===== src/rtl/awb_pkg.sv =====
// AWB gain scheduler shared types and constants.
// Holds the FSM states, channel select and gain defaults.
package awb_pkg;

  localparam int PRECISION = 16;
  localparam int FRAC_BITS = 8;

  localparam logic [15:0] DIV_ZERO_GAIN = 16'hFFFF;

  typedef enum logic [2:0] {
    IDLE,
    LOAD,
    DIV_R,
    DIV_G,
    DIV_B,
    DONE
  } state_e;

  typedef enum logic [1:0] {
    CH_R,
    CH_G,
    CH_B
  } ch_e;

  function automatic logic [15:0] sat_gain(
    input logic [15:0] q,
    input logic [15:0] max
  );
    return (q > max) ? max : q;
  endfunction

endpackage


===== src/rtl/awb_serial_div.sv =====
// Restoring serial divider, one quotient bit per cycle, MSB first.
// Ports: clk, rst, start, dividend[15:0], divisor[7:0] -> done, quotient[15:0].
module awb_serial_div (
  input  logic        clk,
  input  logic        rst,
  input  logic        start,
  input  logic [15:0] dividend,
  input  logic [7:0]  divisor,
  output logic        done,
  output logic [15:0] quotient
);
  import awb_pkg::*;

  logic [7:0]  rem_q, rem_d;
  logic [15:0] quo_q, quo_d;
  logic [3:0]  cnt_q, cnt_d;
  logic        run_q, run_d;

  logic [8:0]  shifted;
  logic [8:0]  diff;
  logic        ge;

  always_comb begin
    rem_d   = rem_q;
    quo_d   = quo_q;
    cnt_d   = cnt_q;
    run_d   = run_q;
    shifted = {rem_q, quo_q[15]};
    diff    = shifted - {1'b0, divisor};
    ge      = (shifted >= {1'b0, divisor});
    if (start && !run_q) begin
      rem_d = '0;
      quo_d = dividend;
      cnt_d = '0;
      run_d = 1'b1;
    end else if (run_q) begin
      // remainder stays below divisor, so bit 8 is zero
      // whenever the subtraction is skipped
      rem_d = ge ? diff[7:0] : shifted[7:0];
      quo_d = {quo_q[14:0], ge};
      cnt_d = cnt_q + 4'd1;
      if (cnt_q == 4'd15) run_d = 1'b0;
    end
  end

  // done and quotient are valid during the 16th iteration cycle
  assign done     = run_q && (cnt_q == 4'd15);
  assign quotient = quo_d;

  always_ff @(posedge clk or posedge rst) begin
    if (rst) begin
      rem_q <= '0;
      quo_q <= '0;
      cnt_q <= '0;
      run_q <= 1'b0;
    end else begin
      rem_q <= rem_d;
      quo_q <= quo_d;
      cnt_q <= cnt_d;
      run_q <= run_d;
    end
  end

endmodule


===== src/rtl/awb_gain_scheduler.sv =====
// AWB gain scheduler: K_c = avg(R,G,B)/mean_c in Q8.8, R,G,B in turn
// through one serial divider; gains publish together with finish_o.
// Ports: clk, rst, valid_i, r/g/b_mean_i -> busy_o, finish_o, K_R/G/B_o.
// Build option GAIN_CLAMP_EN saturates every gain to MAX_GAIN.
module awb_gain_scheduler #(
  parameter int          PRECISION = 16,
  parameter int          FRAC_BITS = 8,
  parameter logic [15:0] MAX_GAIN  = 16'h0400
) (
  input  logic                 clk,
  input  logic                 rst,
  input  logic                 valid_i,
  input  logic [7:0]           r_mean_i,
  input  logic [7:0]           g_mean_i,
  input  logic [7:0]           b_mean_i,
  output logic                 busy_o,
  output logic                 finish_o,
  output logic [PRECISION-1:0] K_R_o,
  output logic [PRECISION-1:0] K_G_o,
  output logic [PRECISION-1:0] K_B_o
);
  import awb_pkg::*;

  state_e state_q, state_d;
  logic   started_q, started_d;
  logic [7:0] r_q, r_d, g_q, g_d, b_q, b_d;
  logic [PRECISION-1:0] dvd_q, dvd_d;
  logic [PRECISION-1:0] shr_q, shr_d, shg_q, shg_d, shb_q, shb_d;
  logic [PRECISION-1:0] kr_q, kr_d, kg_q, kg_d, kb_q, kb_d;
  logic   busy_q, busy_d;
  logic   fin_q, fin_d;

  ch_e         ch;
  logic [7:0]  divisor;
  logic [9:0]  sum;
  logic [7:0]  avg;
  logic        div_start;
  logic        div_done;
  logic [15:0] div_quo;
  logic [15:0] gain_div;
  logic [15:0] gain_zero;
  logic [15:0] new_gain;
  logic        adv;

`ifdef GAIN_CLAMP_EN
  assign gain_div  = sat_gain(div_quo, MAX_GAIN);
  assign gain_zero = sat_gain(DIV_ZERO_GAIN, MAX_GAIN);
`else
  logic unused_max;
  assign unused_max = ^MAX_GAIN;
  assign gain_div   = div_quo;
  assign gain_zero  = DIV_ZERO_GAIN;
`endif

  assign sum = {2'b0, r_q} + {2'b0, g_q} + {2'b0, b_q};
  assign avg = 8'(sum / 10'd3);

  always_comb begin
    unique case (state_q)
      DIV_G:   ch = CH_G;
      DIV_B:   ch = CH_B;
      default: ch = CH_R;
    endcase
    unique case (ch)
      CH_G:    divisor = g_q;
      CH_B:    divisor = b_q;
      default: divisor = r_q;
    endcase
  end

  always_comb begin
    state_d   = state_q;
    started_d = started_q;
    r_d       = r_q;
    g_d       = g_q;
    b_d       = b_q;
    dvd_d     = dvd_q;
    shr_d     = shr_q;
    shg_d     = shg_q;
    shb_d     = shb_q;
    kr_d      = kr_q;
    kg_d      = kg_q;
    kb_d      = kb_q;
    fin_d     = 1'b0;
    div_start = 1'b0;
    new_gain  = '0;
    adv       = 1'b0;

    unique case (state_q)
      IDLE: begin
        if (valid_i) begin
          r_d     = r_mean_i;
          g_d     = g_mean_i;
          b_d     = b_mean_i;
          state_d = LOAD;
        end
      end
      LOAD: begin
        dvd_d   = {avg, FRAC_BITS'(0)};
        state_d = DIV_R;
      end
      DIV_R, DIV_G, DIV_B: begin
        if (divisor == 8'd0) begin
          new_gain = gain_zero;
          adv      = 1'b1;
        end else if (!started_q) begin
          div_start = 1'b1;
          started_d = 1'b1;
        end else if (div_done) begin
          new_gain  = gain_div;
          started_d = 1'b0;
          adv       = 1'b1;
        end
        if (adv) begin
          unique case (ch)
            CH_G: begin
              shg_d   = new_gain;
              state_d = DIV_B;
            end
            CH_B: begin
              shb_d   = new_gain;
              state_d = DONE;
            end
            default: begin
              shr_d   = new_gain;
              state_d = DIV_G;
            end
          endcase
        end
      end
      DONE: state_d = IDLE;
      default: state_d = IDLE;
    endcase

    busy_d = (state_d != IDLE);
    // gains and finish_o become visible together in the DONE cycle
    if (state_d == DONE) begin
      fin_d = 1'b1;
      kr_d  = shr_d;
      kg_d  = shg_d;
      kb_d  = shb_d;
    end
  end

  awb_serial_div u_div (
    .clk      (clk),
    .rst      (rst),
    .start    (div_start),
    .dividend (dvd_q),
    .divisor  (divisor),
    .done     (div_done),
    .quotient (div_quo)
  );

  always_ff @(posedge clk or posedge rst) begin
    if (rst) begin
      state_q   <= IDLE;
      started_q <= 1'b0;
      r_q       <= '0;
      g_q       <= '0;
      b_q       <= '0;
      dvd_q     <= '0;
      shr_q     <= '0;
      shg_q     <= '0;
      shb_q     <= '0;
      kr_q      <= '0;
      kg_q      <= '0;
      kb_q      <= '0;
      busy_q    <= 1'b0;
      fin_q     <= 1'b0;
    end else begin
      state_q   <= state_d;
      started_q <= started_d;
      r_q       <= r_d;
      g_q       <= g_d;
      b_q       <= b_d;
      dvd_q     <= dvd_d;
      shr_q     <= shr_d;
      shg_q     <= shg_d;
      shb_q     <= shb_d;
      kr_q      <= kr_d;
      kg_q      <= kg_d;
      kb_q      <= kb_d;
      busy_q    <= busy_d;
      fin_q     <= fin_d;
    end
  end

  assign busy_o   = busy_q;
  assign finish_o = fin_q;
  assign K_R_o    = kr_q;
  assign K_G_o    = kg_q;
  assign K_B_o    = kb_q;

endmodule


===== config.mk =====
export PLATFORM = sky130hd
export DESIGN_NAME = awb_gain_scheduler
export DESIGN_NICKNAME = d
export VERILOG_FILES = /design/src/rtl/awb_pkg.sv /design/src/rtl/awb_serial_div.sv /design/src/rtl/awb_gain_scheduler.sv
export SDC_FILE = /design/constraint.sdc
export NUM_CORES = 1
export LEC_CHECK = 0
export CORE_ASPECT_RATIO = 2
export CORE_MARGIN = 2
export CORE_UTILIZATION = 50
export CTS_CLUSTER_SIZE = 14
export DETAILED_ROUTE_END_ITERATION = 10
export GPL_TIMING_DRIVEN = 0
export PLACE_DENSITY = 0.75
export SKIP_CTS_REPAIR_TIMING = 1
export SYNTH_ARGS = -nofsm -noshare
export SYNTH_HDL_FRONTEND = slang
export SYNTH_SLANG_ARGS = --single-unit

===== constraint.sdc =====
create_clock -name clk -period 6.4 [get_ports clk]
set_input_delay 1.28 -clock clk [delete_from_list [all_inputs] [get_ports clk]]
set_output_delay 1.28 -clock clk [all_outputs]
set_load 0.1 [all_outputs]

---- Word level (Yosys, flattened, before mapping) ----
Cells that the tools add are included.
operators by class
  muxes and demuxes ....................... 38
  order comparisons ....................... 1
  equality and inequality tests ........... 8
  div/mod/pow operators ................... 1
  reductions and logical operators ........ 11
  add/subtract/negate cells ............... 4
  bitwise gates (word level) .............. 1
operators with widths
  kind                                                                   number
  16-bit two-way mux                                                     14
  8-bit two-way mux                                                      3
  8-bit case mux with 2 select lines                                     1
  1-bit two-way mux                                                      13
  9-bit by 8-bit adder with 10-bit output                                1
  10-bit by 2-bit divider with 10-bit output, second input constant      1
  8-bit by 8-bit adder with 9-bit output                                 1
  9-bit by 8-bit greater-or-equal comparator with 1-bit output           1
  3-bit case mux with 3 select lines                                     1
  8-bit logical NOT                                                      1
  4-bit two-way mux                                                      2
  8-bit subtractor                                                       1
  3-bit by 2-bit equality test with 1-bit output, second input constant  2
  3-bit equality test, second input constant                             2
  3-bit two-way mux                                                      2
  3-bit case mux with 2 select lines                                     1
  4-bit by 1-bit adder with 4-bit output, second input constant          1
  4-bit equality test, second input constant                             1
  2-bit case mux with 2 select lines                                     1
  2-bit AND reduction                                                    2
  3-bit by 1-bit equality test with 1-bit output, second input constant  1
  3-bit logical NOT                                                      1
  3-bit nonzero test                                                     1
  3-bit OR reduction                                                     1
  other kinds (7)                                                        8
storage, ports and cells
  output and inout bits ................... 50
  logic and storage cells ................. 82
  flip-flop bits (word level) ............. 163
  input port bits ......................... 27

---- Longest topological paths before layout ----
  depth after elaboration ................. 15
  depth in mapped cells ................... 23
  gate-level depth less buffers ........... 21

---- By module ----
From an unflattened synthesis, not the netlist that was laid out.
unflattened totals
  cell total of the unflattened synthesis .. 776
  area total of the unflattened synthesis .. 7777.5 sq um
by module, submodules not included
  module              seq. area each (sq um)  instances  cells an instance  area an instance (sq um)
  awb_gain_scheduler  2952.8                  1          588                6007.0
  awb_serial_div      725.7                   1          188                1770.4

---- Worst setup path after synthesis ----
OpenSTA, ideal clock, no wires.
  kind .................................... reg-to-reg
  start ................................... register r_q[1]
  end ..................................... register dvd_q[8]
  setup slack ............................. 1.775 ns
  library setup time ...................... 0.126 ns
  cell stages (with the launch flop) ...... 23
  clock period less this slack ............ 4.625 ns
  arrival ................................. 4.499 ns
  path buffers ............................ 1
  path through ............................ dfrtp_1 -> inv_1 -> fa_1 -> inv_1 -> ha_1 -> inv_1 -> fa_1 -> nand2b_1 -> a21oi_1 -> or3_1 -> buf_6 -> a21oi_1 -> o21ai_0 -> nand2_1 -> o32ai_2 -> mux2_4 -> o211ai_1 -> ha_1 -> inv_1 -> nand2_1 -> nor4_1 -> a31oi_1 -> a221o_1
between the ends
  cells in the longest elaborated chain, start to end .. 3
RTL lines
  item                                        RTL line                   RTL
  from (decl)                                 awb_gain_scheduler.sv:26   logic [7:0] r_q, r_d, g_q, g_d, b_q, b_d;
  from (signal assigned)                      awb_gain_scheduler.sv:174  r_q <= r_d;
  8-bit by 8-bit adder with 9-bit output      awb_gain_scheduler.sv:55   assign sum = {2'b0, r_q} + {2'b0, g_q} + {2'b0, b_q};
  9-bit by 8-bit adder with 10-bit output     awb_gain_scheduler.sv:55
  10-bit by 2-bit divider with 10-bit output  awb_gain_scheduler.sv:56   assign avg = 8'(sum / 10'd3);
  to (signal assigned)                        awb_gain_scheduler.sv:177  dvd_q <= dvd_d;
  to (decl)                                   awb_gain_scheduler.sv:27   logic [PRECISION-1:0] dvd_q, dvd_d;
No other way between the ends.
A chain may end at the register's enable or synchronous reset.

---- Final worst setup path ----
Same ends and word-level chain as after synthesis.

==> flow_summary.ini <==
[floorplanning]
dieHeight_um = 185
start_util_pct = 50.7
coreArea_um2 = 16200
die_area_um2 = 17500
io_pins = 77
rows = 66
dieWidth_um = 94.6

[clock_network]
cts_made_buffers = 17
clock_latency_ns = 0.43
clk_pin_slew_worst_paths_ns = 0.06
cts-htree-levels = 4
cts-root-buf = clkbuf_16
clock-sinks = 147
cts_buffer_depth = 2
cts_tree = built

[grt]
grt-ovfl-total = 0
grt_pass1_wl_um = 33900
antenna_found_initial = 0
grt_pass1_vias = 6976
grtUsageTotal_pct = 25.0
grt_start_max_net_pins = 102

[drt]
routed_wire_length_per_instance_um = 17.6
drc = 0
vias = 6649
drtIter0Drc = 319
drt_first_pass_iters = 6
wirelength_um = 20600
route.antenna.remaining_nets = 0
routed_via_density = 5.68

[sta]
timing.final.crit_share_pct = 82.4
tightest_slew_ns = 1.06
rsz0062_at_grt = false
fin_crit_ns = 5.27
timing.fmax_ghz = 0.190
finClkSkew_ns = 0.00813
fin_setup_tns_ns = 0
slew_headroom_pct = 29.2
setup_violations = 0
drv_slew = 0
hold_viol_final = 0

[layout]
mostFrequentLayoutCells = dfrtp_1, nand2_1, nor2_1
area_growth_pct = 20.1
antenna_cells = 0
finalNonFillerCells = 1170
num-fill-cells = 1374
nNetsFinal = 1007
layout_commonest_cell = dfrtp_1
finish.instance_area_um2 = 9870
drive_gt1_share_pct = 15.3

[setup_path]
critPathKind = register to register
critPathRequiredTime_ns = 6.71
startpoint_type = register
cp_max_fo = 7
crit_arrival_ns = 5.58
r2r_cells = 20
cp-end-kind = register

[logic_synthesis]
syn_nets = 911
synth_edf_count = 0
netlist_instances = 857
yosys-top-cells-area = dfrtp_1, mux2_2, nand2_1, o21ai_0, nor2_1
ys_warn_count = 0
synthDistinctLibCells = 81
synthArstFlopShare_pct = 100
synth_top_area_share_pct = 44.8
syn_area_um2 = 8210
syn_area_per_cell_um2 = 9.58
synth_top_area_cell = dfrtp_1
seq_area_frac_synth_pct = 44.8
synth_flop_cell = dfrtp_1
ys_ff_latch = 147

[placed_design]
dp_hpwl_um = 15600
placed_cells = 1138
io_buffers = 76
place.gp.congestion = 0.892
dpl_cell_area_um2 = 9260

[hold_path]
hold_class = register to register
hold_depth = 2

[outcome]
status = finished, final reports clean

[job]
drv_cap = 0
cell type report:
cell class	count	area (um2)	area share, %
timing repair buffer	77	788	7.99
inverter	38	148	1.50
buffer	52	284	2.88
clock inverter	14	166	1.69
clock buffer	18	439	4.45
sequential	147	3680	37.3
multi-input combinational	620	4110	41.6
tap	204	255	2.59
critical path, stage by stage, from the launching register on:
cell and delay, ns:
dfrtp_1 0.39, inv_1 0.10, fa_1 0.54, inv_1 0.04
ha_1 0.22, inv_1 0.08, fa_1 0.22, nand2b_1 0.22
a21oi_1 0.17, o31ai_1 0.70, nand2_1 0.22, o21ai_1 0.24
a2bb2oi_2 0.14, and2_4 0.18, buf_6 0.12, a31oi_1 0.16
o211ai_1 0.19, ha_1 0.26, nor4_2 0.36, mux2_1 0.35
a221o_1 0.26
synthesized netlist by cell type (all sizes together) (13+ instances only):
master    n
nand3    13
buf      22
dfrtp   147
nor2     80
nor3     23
clkbuf   30
o21ai    84
inv      38
nand2   125
mux2     62
mux2i    14
nor2b    27
ha       17
a21oi    33
state kept, by name, indices dropped and copies added (netlist names), 8 cells and up:
name	cells
K_B_o	16
K_G_o	16
K_R_o	16
shg_q	16
shr_q	16
u_div.quo_q	16
b_q	8
dvd_q	8
g_q	8
r_q	8
u_div.rem_q	8
path summary, 6_finish.rpt:
path	slack, ns	to	startpoint
max in group asynchronous	4.31	K_R_o[4]$_DFFE_PP0P_	rst
setup reg to reg	1.13	dvd_q[8]$_DFFE_PP0P_	r_q[1]$_DFFE_PP0P_
hold / removal	0.47	K_G_o[2]$_DFFE_PP0P_	K_G_o[2]$_DFFE_PP0P_
min in group asynchronous	1.26	u_div.rem_q[6]$_DFFE_PP0P_	rst
setup / recovery	1.13	dvd_q[8]$_DFFE_PP0P_	r_q[1]$_DFFE_PP0P_
hold reg to reg	0.47	K_G_o[2]$_DFFE_PP0P_	K_G_o[2]$_DFFE_PP0P_
per-layer routing:
metal | wire length [um] | GRT usage [%]
met2 | 11800 | 47.7
met4 | 1030 | 14.4
met5 | 0 | 0
met3 | 588 | 3.62
met1 | 7240 | 24.7
through the flow:
| step | setup WS [ns] | utilization [%] | hold WS, ns |
|---|---|---|---|
| after global routing | 0.773 | 61.0 | 0.490 |
| final | 1.13 | 61.0 | 0.470 |
| after CTS | 1.15 | 61.0 | 0.472 |
| after floorplan | 1.17 | - | 0.445 |
| after global placement | -0.721 | 57.0 | 0.451 |
| after detailed placement | 1.18 | 57.2 | 0.458 |
cells by family (layout without fill, tap and decap cells):
| group | Yosys count | in the layout | share of synthesized area [%] |
|---|---|---|---|
| buffers and inverters | 90 | 199 | 5.20 |
| adders and majority gates | 27 | 27 | 5.03 |
| muxes | 76 | 76 | 10.3 |
| DFF | 147 | 147 | 44.8 |
| xor gates and xnor gates | 15 | 15 | 1.60 |
| AOI/OAI and AO/OA | 180 | 180 | 14.6 |
| and+or+nand+nor | 322 | 322 | 18.6 |
Power is not shown: default switching activity piles up to over one toggle a cycle in this logic, so the estimate is an artifact.
